==> src/rtl/pc_ctrl_fsm_pkg.sv <==
// Shared encodings for the multicycle MIPS control sequencer: state codes,
// opcode/funct values, datapath mux selects and exception vectors.
package mips_ctrl_pkg;

  typedef logic [3:0] state_t;

  localparam state_t ST_RST      = 4'd0;
  localparam state_t ST_FETCH    = 4'd1;
  localparam state_t ST_DEC      = 4'd2;
  localparam state_t ST_EXR      = 4'd3;
  localparam state_t ST_WBR      = 4'd4;
  localparam state_t ST_EXI      = 4'd5;
  localparam state_t ST_WBI      = 4'd6;
  localparam state_t ST_BRAN     = 4'd7;
  localparam state_t ST_JMP      = 4'd8;
  localparam state_t ST_JR       = 4'd9;
  localparam state_t ST_RTE      = 4'd10;
  localparam state_t ST_EXC_SAVE = 4'd11;
  localparam state_t ST_EXC_VEC  = 4'd12;

  localparam logic [5:0] OP_RTYPE = 6'h00;
  localparam logic [5:0] OP_J     = 6'h02;
  localparam logic [5:0] OP_BEQ   = 6'h04;
  localparam logic [5:0] OP_BNE   = 6'h05;
  localparam logic [5:0] OP_ADDI  = 6'h08;

  localparam logic [5:0] FN_JR  = 6'h08;
  localparam logic [5:0] FN_RTE = 6'h13;
  localparam logic [5:0] FN_ADD = 6'h20;
  localparam logic [5:0] FN_SUB = 6'h22;
  localparam logic [5:0] FN_AND = 6'h24;

  localparam logic [1:0] PCS_ALU    = 2'b00;
  localparam logic [1:0] PCS_ALUOUT = 2'b01;
  localparam logic [1:0] PCS_JUMP   = 2'b10;
  localparam logic [1:0] PCS_EPC    = 2'b11;

  localparam logic [1:0] ASA_PC   = 2'b00;
  localparam logic [1:0] ASA_A    = 2'b01;
  localparam logic [1:0] ASA_ZERO = 2'b10;

  localparam logic [2:0] ASB_B       = 3'b000;
  localparam logic [2:0] ASB_FOUR    = 3'b001;
  localparam logic [2:0] ASB_IMM     = 3'b010;
  localparam logic [2:0] ASB_IMM_SL2 = 3'b011;
  localparam logic [2:0] ASB_VEC     = 3'b100;

  localparam logic [1:0] ALU_ADD   = 2'b00;
  localparam logic [1:0] ALU_SUB   = 2'b01;
  localparam logic [1:0] ALU_FUNCT = 2'b10;

  localparam logic [31:0] OPC_VEC_DEF = 32'h0000_0080;
  localparam logic [31:0] OVF_VEC_DEF = 32'h0000_0084;

  function automatic logic is_rtype_alu(input logic [5:0] funct);
    return (funct == FN_ADD) || (funct == FN_SUB) || (funct == FN_AND);
  endfunction

  // and shares the EXR path but can never trap on overflow
  function automatic logic funct_can_overflow(input logic [5:0] funct);
    return (funct == FN_ADD) || (funct == FN_SUB);
  endfunction

endpackage

==> src/rtl/pc_ctrl_fsm_if.sv <==
// Control bus between the sequencer (master) and the datapath (slave):
// instruction fields and ALU flags in, strobes and mux selects out.
interface pc_ctrl_fsm_if;
  logic [5:0]  opcode;
  logic [5:0]  funct;
  logic        zero;
  logic        overflow;
  logic [1:0]  pc_src;
  logic        pc_write;
  logic        iord;
  logic        ir_write;
  logic [1:0]  alu_src_a;
  logic [2:0]  alu_src_b;
  logic [1:0]  alu_op;
  logic        reg_dst;
  logic        reg_write;
  logic        epc_write;
  logic [31:0] exc_vector;
  logic        cause;
  logic [3:0]  state_dbg;

  modport master (
    input  opcode, funct, zero, overflow,
    output pc_src, pc_write, iord, ir_write, alu_src_a, alu_src_b, alu_op,
           reg_dst, reg_write, epc_write, exc_vector, cause, state_dbg
  );

  modport slave (
    output opcode, funct, zero, overflow,
    input  pc_src, pc_write, iord, ir_write, alu_src_a, alu_src_b, alu_op,
           reg_dst, reg_write, epc_write, exc_vector, cause, state_dbg
  );
endinterface

==> src/rtl/pc_ctrl_fsm.sv <==
// Multicycle MIPS control sequencer: sole driver of PC source/write and of the
// datapath strobes for fetch, decode, execute, branch/jump and exceptions.
module pc_ctrl_fsm
  import mips_ctrl_pkg::*;
#(
  parameter logic [31:0] OPC_VEC = OPC_VEC_DEF,
  parameter logic [31:0] OVF_VEC = OVF_VEC_DEF
) (
  input  logic          clk,
  input  logic          reset,
  pc_ctrl_fsm_if.master bus
);

  state_t state;
  state_t next_state;
  logic   cause_q;
  logic   next_cause;
  logic   cause_valid;

  always_comb begin
    next_state = state;
    next_cause = cause_q;
    case (state)
      ST_RST:   next_state = ST_FETCH;
      ST_FETCH: next_state = ST_DEC;
      ST_DEC: begin
        next_state = ST_EXC_SAVE;
        next_cause = 1'b0;
        case (bus.opcode)
          OP_RTYPE: begin
            if (is_rtype_alu(bus.funct))   next_state = ST_EXR;
            else if (bus.funct == FN_JR)   next_state = ST_JR;
            else if (bus.funct == FN_RTE)  next_state = ST_RTE;
          end
          OP_ADDI:        next_state = ST_EXI;
          OP_BEQ, OP_BNE: next_state = ST_BRAN;
          OP_J:           next_state = ST_JMP;
          default:        ;
        endcase
      end
      ST_EXR: begin
        if (bus.overflow && funct_can_overflow(bus.funct)) begin
          next_state = ST_EXC_SAVE;
          next_cause = 1'b1;
        end else begin
          next_state = ST_WBR;
        end
      end
      ST_EXI: begin
        if (bus.overflow) begin
          next_state = ST_EXC_SAVE;
          next_cause = 1'b1;
        end else begin
          next_state = ST_WBI;
        end
      end
      ST_WBR, ST_WBI, ST_BRAN, ST_JMP, ST_JR, ST_RTE, ST_EXC_VEC:
        next_state = ST_FETCH;
      ST_EXC_SAVE: next_state = ST_EXC_VEC;
      default:     next_state = ST_RST;
    endcase
  end

  always_ff @(posedge clk or posedge reset) begin
    if (reset) begin
      state       <= ST_RST;
      cause_q     <= 1'b0;
      cause_valid <= 1'b0;
    end else begin
      state <= next_state;
      if (next_state == ST_EXC_SAVE) begin
        cause_q     <= next_cause;
        cause_valid <= 1'b1;
      end else if (next_state == ST_FETCH) begin
        cause_valid <= 1'b0;
      end
    end
  end

  // Moore decode; only the BRAN pc_write looks at an input (zero)
  always_comb begin
    bus.pc_src    = PCS_ALU;
    bus.pc_write  = 1'b0;
    bus.iord      = 1'b0;
    bus.ir_write  = 1'b0;
    bus.alu_src_a = ASA_PC;
    bus.alu_src_b = ASB_B;
    bus.alu_op    = ALU_ADD;
    bus.reg_dst   = 1'b0;
    bus.reg_write = 1'b0;
    bus.epc_write = 1'b0;
    case (state)
      ST_FETCH: begin
        bus.ir_write  = 1'b1;
        bus.alu_src_b = ASB_FOUR;
        bus.pc_write  = 1'b1;
      end
      ST_DEC: bus.alu_src_b = ASB_IMM_SL2;
      ST_EXR: begin
        bus.alu_src_a = ASA_A;
        bus.alu_op    = ALU_FUNCT;
      end
      ST_WBR: begin
        bus.reg_dst   = 1'b1;
        bus.reg_write = 1'b1;
      end
      ST_EXI: begin
        bus.alu_src_a = ASA_A;
        bus.alu_src_b = ASB_IMM;
      end
      ST_WBI: bus.reg_write = 1'b1;
      ST_BRAN: begin
        bus.alu_src_a = ASA_A;
        bus.alu_op    = ALU_SUB;
        bus.pc_src    = PCS_ALUOUT;
        bus.pc_write  = (bus.opcode == OP_BEQ) ? bus.zero : ~bus.zero;
      end
      ST_JMP: begin
        bus.pc_src   = PCS_JUMP;
        bus.pc_write = 1'b1;
      end
      ST_JR: begin
        bus.alu_src_a = ASA_A;
        bus.pc_write  = 1'b1;
      end
      ST_RTE: begin
        bus.pc_src   = PCS_EPC;
        bus.pc_write = 1'b1;
      end
      ST_EXC_SAVE: begin
        bus.alu_src_b = ASB_FOUR;
        bus.alu_op    = ALU_SUB;
        bus.epc_write = 1'b1;
      end
      ST_EXC_VEC: begin
        bus.alu_src_a = ASA_ZERO;
        bus.alu_src_b = ASB_VEC;
        bus.pc_write  = 1'b1;
      end
      default: ;
    endcase
  end

  assign bus.cause      = cause_q;
  assign bus.exc_vector = cause_q ? OVF_VEC : OPC_VEC;
  assign bus.state_dbg  = state;

  always_comb begin
    assert (!(bus.pc_write && bus.epc_write));
    if (!reset && (state == ST_EXC_SAVE || state == ST_EXC_VEC))
      assert (cause_valid);
  end

endmodule

==> src/flat_wrapper.sv <==
// flat-port wrapper written by rule: the top's interface ports become plain ports
module pc_ctrl_fsm_flat import mips_ctrl_pkg::*;
#(
  parameter logic [31:0] OPC_VEC = OPC_VEC_DEF,
  parameter logic [31:0] OVF_VEC = OVF_VEC_DEF
)
  (clk, reset, bus_opcode, bus_funct, bus_zero, bus_overflow, bus_pc_src, bus_pc_write, bus_iord, bus_ir_write, bus_alu_src_a, bus_alu_src_b, bus_alu_op, bus_reg_dst, bus_reg_write, bus_epc_write, bus_exc_vector, bus_cause, bus_state_dbg);
  pc_ctrl_fsm_if bus_i ();
  input  logic clk;
  input  logic reset;
  input wire logic [$bits(bus_i.opcode)-1:0] bus_opcode;
  input wire logic [$bits(bus_i.funct)-1:0] bus_funct;
  input wire logic [$bits(bus_i.zero)-1:0] bus_zero;
  input wire logic [$bits(bus_i.overflow)-1:0] bus_overflow;
  output wire logic [$bits(bus_i.pc_src)-1:0] bus_pc_src;
  output wire logic [$bits(bus_i.pc_write)-1:0] bus_pc_write;
  output wire logic [$bits(bus_i.iord)-1:0] bus_iord;
  output wire logic [$bits(bus_i.ir_write)-1:0] bus_ir_write;
  output wire logic [$bits(bus_i.alu_src_a)-1:0] bus_alu_src_a;
  output wire logic [$bits(bus_i.alu_src_b)-1:0] bus_alu_src_b;
  output wire logic [$bits(bus_i.alu_op)-1:0] bus_alu_op;
  output wire logic [$bits(bus_i.reg_dst)-1:0] bus_reg_dst;
  output wire logic [$bits(bus_i.reg_write)-1:0] bus_reg_write;
  output wire logic [$bits(bus_i.epc_write)-1:0] bus_epc_write;
  output wire logic [$bits(bus_i.exc_vector)-1:0] bus_exc_vector;
  output wire logic [$bits(bus_i.cause)-1:0] bus_cause;
  output wire logic [$bits(bus_i.state_dbg)-1:0] bus_state_dbg;
  assign bus_i.opcode = bus_opcode;
  assign bus_i.funct = bus_funct;
  assign bus_i.zero = bus_zero;
  assign bus_i.overflow = bus_overflow;
  assign bus_pc_src = bus_i.pc_src;
  assign bus_pc_write = bus_i.pc_write;
  assign bus_iord = bus_i.iord;
  assign bus_ir_write = bus_i.ir_write;
  assign bus_alu_src_a = bus_i.alu_src_a;
  assign bus_alu_src_b = bus_i.alu_src_b;
  assign bus_alu_op = bus_i.alu_op;
  assign bus_reg_dst = bus_i.reg_dst;
  assign bus_reg_write = bus_i.reg_write;
  assign bus_epc_write = bus_i.epc_write;
  assign bus_exc_vector = bus_i.exc_vector;
  assign bus_cause = bus_i.cause;
  assign bus_state_dbg = bus_i.state_dbg;
  pc_ctrl_fsm #(.OPC_VEC(OPC_VEC), .OVF_VEC(OVF_VEC)) u_core (.clk(clk), .reset(reset), .bus(bus_i));
endmodule
==> config.mk <==
export PLATFORM = sky130hd
export DESIGN_NAME = pc_ctrl_fsm_flat
export DESIGN_NICKNAME = d
export VERILOG_FILES = /design/src/rtl/pc_ctrl_fsm_pkg.sv /design/src/rtl/pc_ctrl_fsm_if.sv /design/src/rtl/pc_ctrl_fsm.sv /design/src/flat_wrapper.sv
export SDC_FILE = /design/constraint.sdc
export NUM_CORES = 1
export LEC_CHECK = 0
export ABC_CLOCK_PERIOD_IN_PS = 1350
export CAP_MARGIN = 20
export CELL_PAD_IN_SITES_DETAIL_PLACEMENT = 1
export CELL_PAD_IN_SITES_GLOBAL_PLACEMENT = 2
export CORE_MARGIN = 2
export CORE_UTILIZATION = 28
export CTS_BUF_LIST = sky130_fd_sc_hd__clkbuf_8
export DETAILED_ROUTE_END_ITERATION = 8
export DONT_BUFFER_PORTS = 1
export PLACE_DENSITY_LB_ADDON = 0.2
export SYNTH_ARGS = -nofsm -noshare
export SYNTH_HDL_FRONTEND = slang
export SYNTH_SLANG_ARGS = --single-unit
==> constraint.sdc <==
create_clock -name clk -period 1.35 [get_ports clk]
set_input_delay 0.27 -clock clk [delete_from_list [all_inputs] [get_ports clk]]
set_output_delay 0.27 -clock clk [all_outputs]
set_load 0.01 [all_outputs]
==> flow_metrics.tcl <==
set metrics [dict create \
    critical_path.max_fanout 7 \
    ff_latch_area_um2 129 \
    min_path_cells 3 \
    grt_overflow 0 \
    core_area_um2 3080 \
    cap_viol_max_count 0 \
    p_leak_nw 0.707 \
    crit_family "flip-flops" \
    final_cell_mix "conb_1, buf_4, buf_6" \
    r2r_start "u_core.bus.state_dbg[1]$_DFF_PP0_" \
    cts_tree "done" \
    wl_mm 3.60 \
    drt_iter0_drc 9 \
    rsz0062_at_grt "true" \
    r2r_end "u_core.bus.cause$_DFFE_PP0P_" \
    worstPathRequired_ns 1.08 \
    skew_ns 0.00259 \
    pre_cts_slack_ns -0.312 \
    portBuffers 0 \
    use_met3 0.0231 \
    dp.cells 194 \
    setup_slack_ns -0.231 \
    cts.reportedPaths.clkPinSlew_ns 0.04 \
    min-delay-start "bus_opcode[1]" \
    antennaDiodeCount 0 \
    synthToLayoutAreaGrowth_pct 76.6 \
    grt_max_degree 9 \
    ys_seq_elements 5 \
    num_rows 20 \
    place_congestion 0.780 \
    clk_path_buf_depth 2 \
    final_antenna_net_count 0 \
    synthFlopType "dfrtp_1" \
    async_flop_share 1.00 \
    place_hpwl_mm 2.21 \
    tns_ns -2.62 \
    fin_crit_ns 1.58 \
    reg2reg_slack_ns -0.20 \
    die_w_um 61.2 \
    met2_usage 0.380 \
    fmax_ghz 0.633 \
    slew_violations 0 \
    hp-class "in2reg" \
    p_per_area_nw_per_um2 2310 \
    grt.busiest_layer "met2" \
    wl_per_cell_um 16.6 \
    hold_violations 0 \
    antenna_found_initial 0 \
    die_h_um 61.2 \
    arrival_ns 1.31 \
    final_common_cell "conb_1" \
    multi_input_area_um2 920 \
    first_pass_iters 4 \
    post-route-period-util 1.17 \
    grt_pass1_wl_mm 5.04 \
    crit_type "reg2out" \
    fill_cells 367 \
    io_pins 68 \
    start_util 0.298 \
    use_met1 0.185 \
    cts_sinks 5 \
    dieArea_um2 3740 \
    ir_drop_mv 0.943 \
    drcViolationCount 0 \
    crit_chain "buf_6 -> buf_4 -> nor2_4 -> xnor2_2 -> nor2_2" \
    gr-usage-all-layers 0.181 \
    synth_cell_types 39 \
    ys_warn_count 0 \
    cp_num_buf_inv 2 \
    numCtsBuffers 3 \
    hold_end "u_core.bus.state_dbg[0]$_DFF_PP0_" \
    cts-htree-levels 1 \
    r2r_cells 7 \
    report.final.setup_viol 18 \
    clk_latency_ns 0.22 \
    outcome "finished, violations left" \
    violations "negative setup slack" \
    fin_nets 190 \
    endpoint_kind "output pin" \
    critPathMaxStageDelay_ns 0.41 \
    start_kind "flop" \
    via_per_inst 4.73 \
    synth_seq_area_share 0.137 \
    cp_slowest_cell "dfrtp_2" \
    postLayoutCoreUtil 0.526 \
    via_count 1026 \
    drive_gt1_frac 0.578 \
    grt_pass1_vias 1057 \
    syn_inst 128 \
    cts_root_buf "clkbuf_8" \
    synth_enable_flop_cells 0 \
    final_cells 217 \
    avgSynthCellArea_um2 7.16 \
    syn_area_um2 916 \
]
## synthesized netlist by cell type, types with 3 or more instances
master    count  area, um2
a21oi_1       9       45.0
and3_1        4       25.0
buf_2         3       15.0
buf_4        33        248
dfrtp_1       5        125
inv_1         3       11.3
nand2_1       6       22.5
nand2b_1      4       25.0
nor2_1       16       60.1
nor2b_1       4       25.0
nor3_1        3       15.0
xnor2_1       3       26.3
## where the power goes
part	switching, mW	internal (mW)
logic	1.55	1.56
registers	0.119	0.229
clock network	0.0807	0.196
## final cells by class
cell class | count | share of cell area
multi-input cells | 112 | 0.568
clock inverters | 1 | 0.00232
repair buffers | 49 | 0.282
clock buffers | 3 | 0.0255
flip-flops and latches | 5 | 0.0797
inverters | 3 | 0.00851
well taps | 44 | 0.0340
## state kept, by name, indices dropped and copies added, names as in the netlist
name	flops
u_core.bus.cause	1
u_core.bus.state_dbg	4
## worst register-to-register path, cell delays in order, from the launching register on
cell     delay (ns)
dfrtp_2        0.41
buf_4          0.17
nor2b_4        0.14
nor3b_4        0.15
buf_4          0.14
o21ai_4        0.16
o21ai_2        0.10
a41oi_2        0.20
## per-stage QoR
step	cell area, um2	hold WS, ns	power (mW)
finish	1620	0.335	3.74
global route	1620	0.351	3.97
CTS	1450	0.308	3.16
detailed placement	1050	0.0690	1.96
global placement	1050	0.0650	1.93
floorplan	1040	0.0485	1.35
## cells by family (layout without fill, tap and decap cells)
| group | Yosys count | after routing | share of synthesized area |
|---|---|---|---|
| buffers and inverters | 41 | 56 | 0.307 |
| AOI/OAI and AO/OA | 25 | 25 | 0.191 |
| DFF | 5 | 5 | 0.137 |
| other | 2 | 32 | 0.00820 |
| and+or+nand+nor | 52 | 52 | 0.328 |
| xor gates and xnor gates | 3 | 3 | 0.0287 |
## routing by layer
layer	up-vias	wire, um
met4	0	19
li1	474	-
met5	-	0
met2	43	2230
met3	2	169
met1	507	1180
## worst max path at each step
stage / startpoint / end / depth (start not counted)
final: u_core.bus.state_dbg[1]$_DFF_PP0_ / bus_alu_src_a[0] / 5
after global routing: u_core.bus.state_dbg[1]$_DFF_PP0_ / bus_alu_src_b[1] / 5
after CTS: u_core.bus.state_dbg[0]$_DFF_PP0_ / bus_pc_write / 6
after detailed placement: u_core.bus.state_dbg[1]$_DFF_PP0_ / u_core.bus.cause$_DFFE_PP0P_ / 5
after global placement: bus_funct[0] / u_core.bus.cause$_DFFE_PP0P_ / 6
after floorplan: bus_funct[0] / u_core.bus.cause$_DFFE_PP0P_ / 5
## timing repair
item,in CTS,in global routing
setup buffers,12,4
endpoints found under the hold margin,5,0
gates resized for setup,64,29
setup endpoints to repair,19,18
hold buffers,1,0
pin swaps,13,15
cloned,2,0
(Power assumes the default switching activity.)
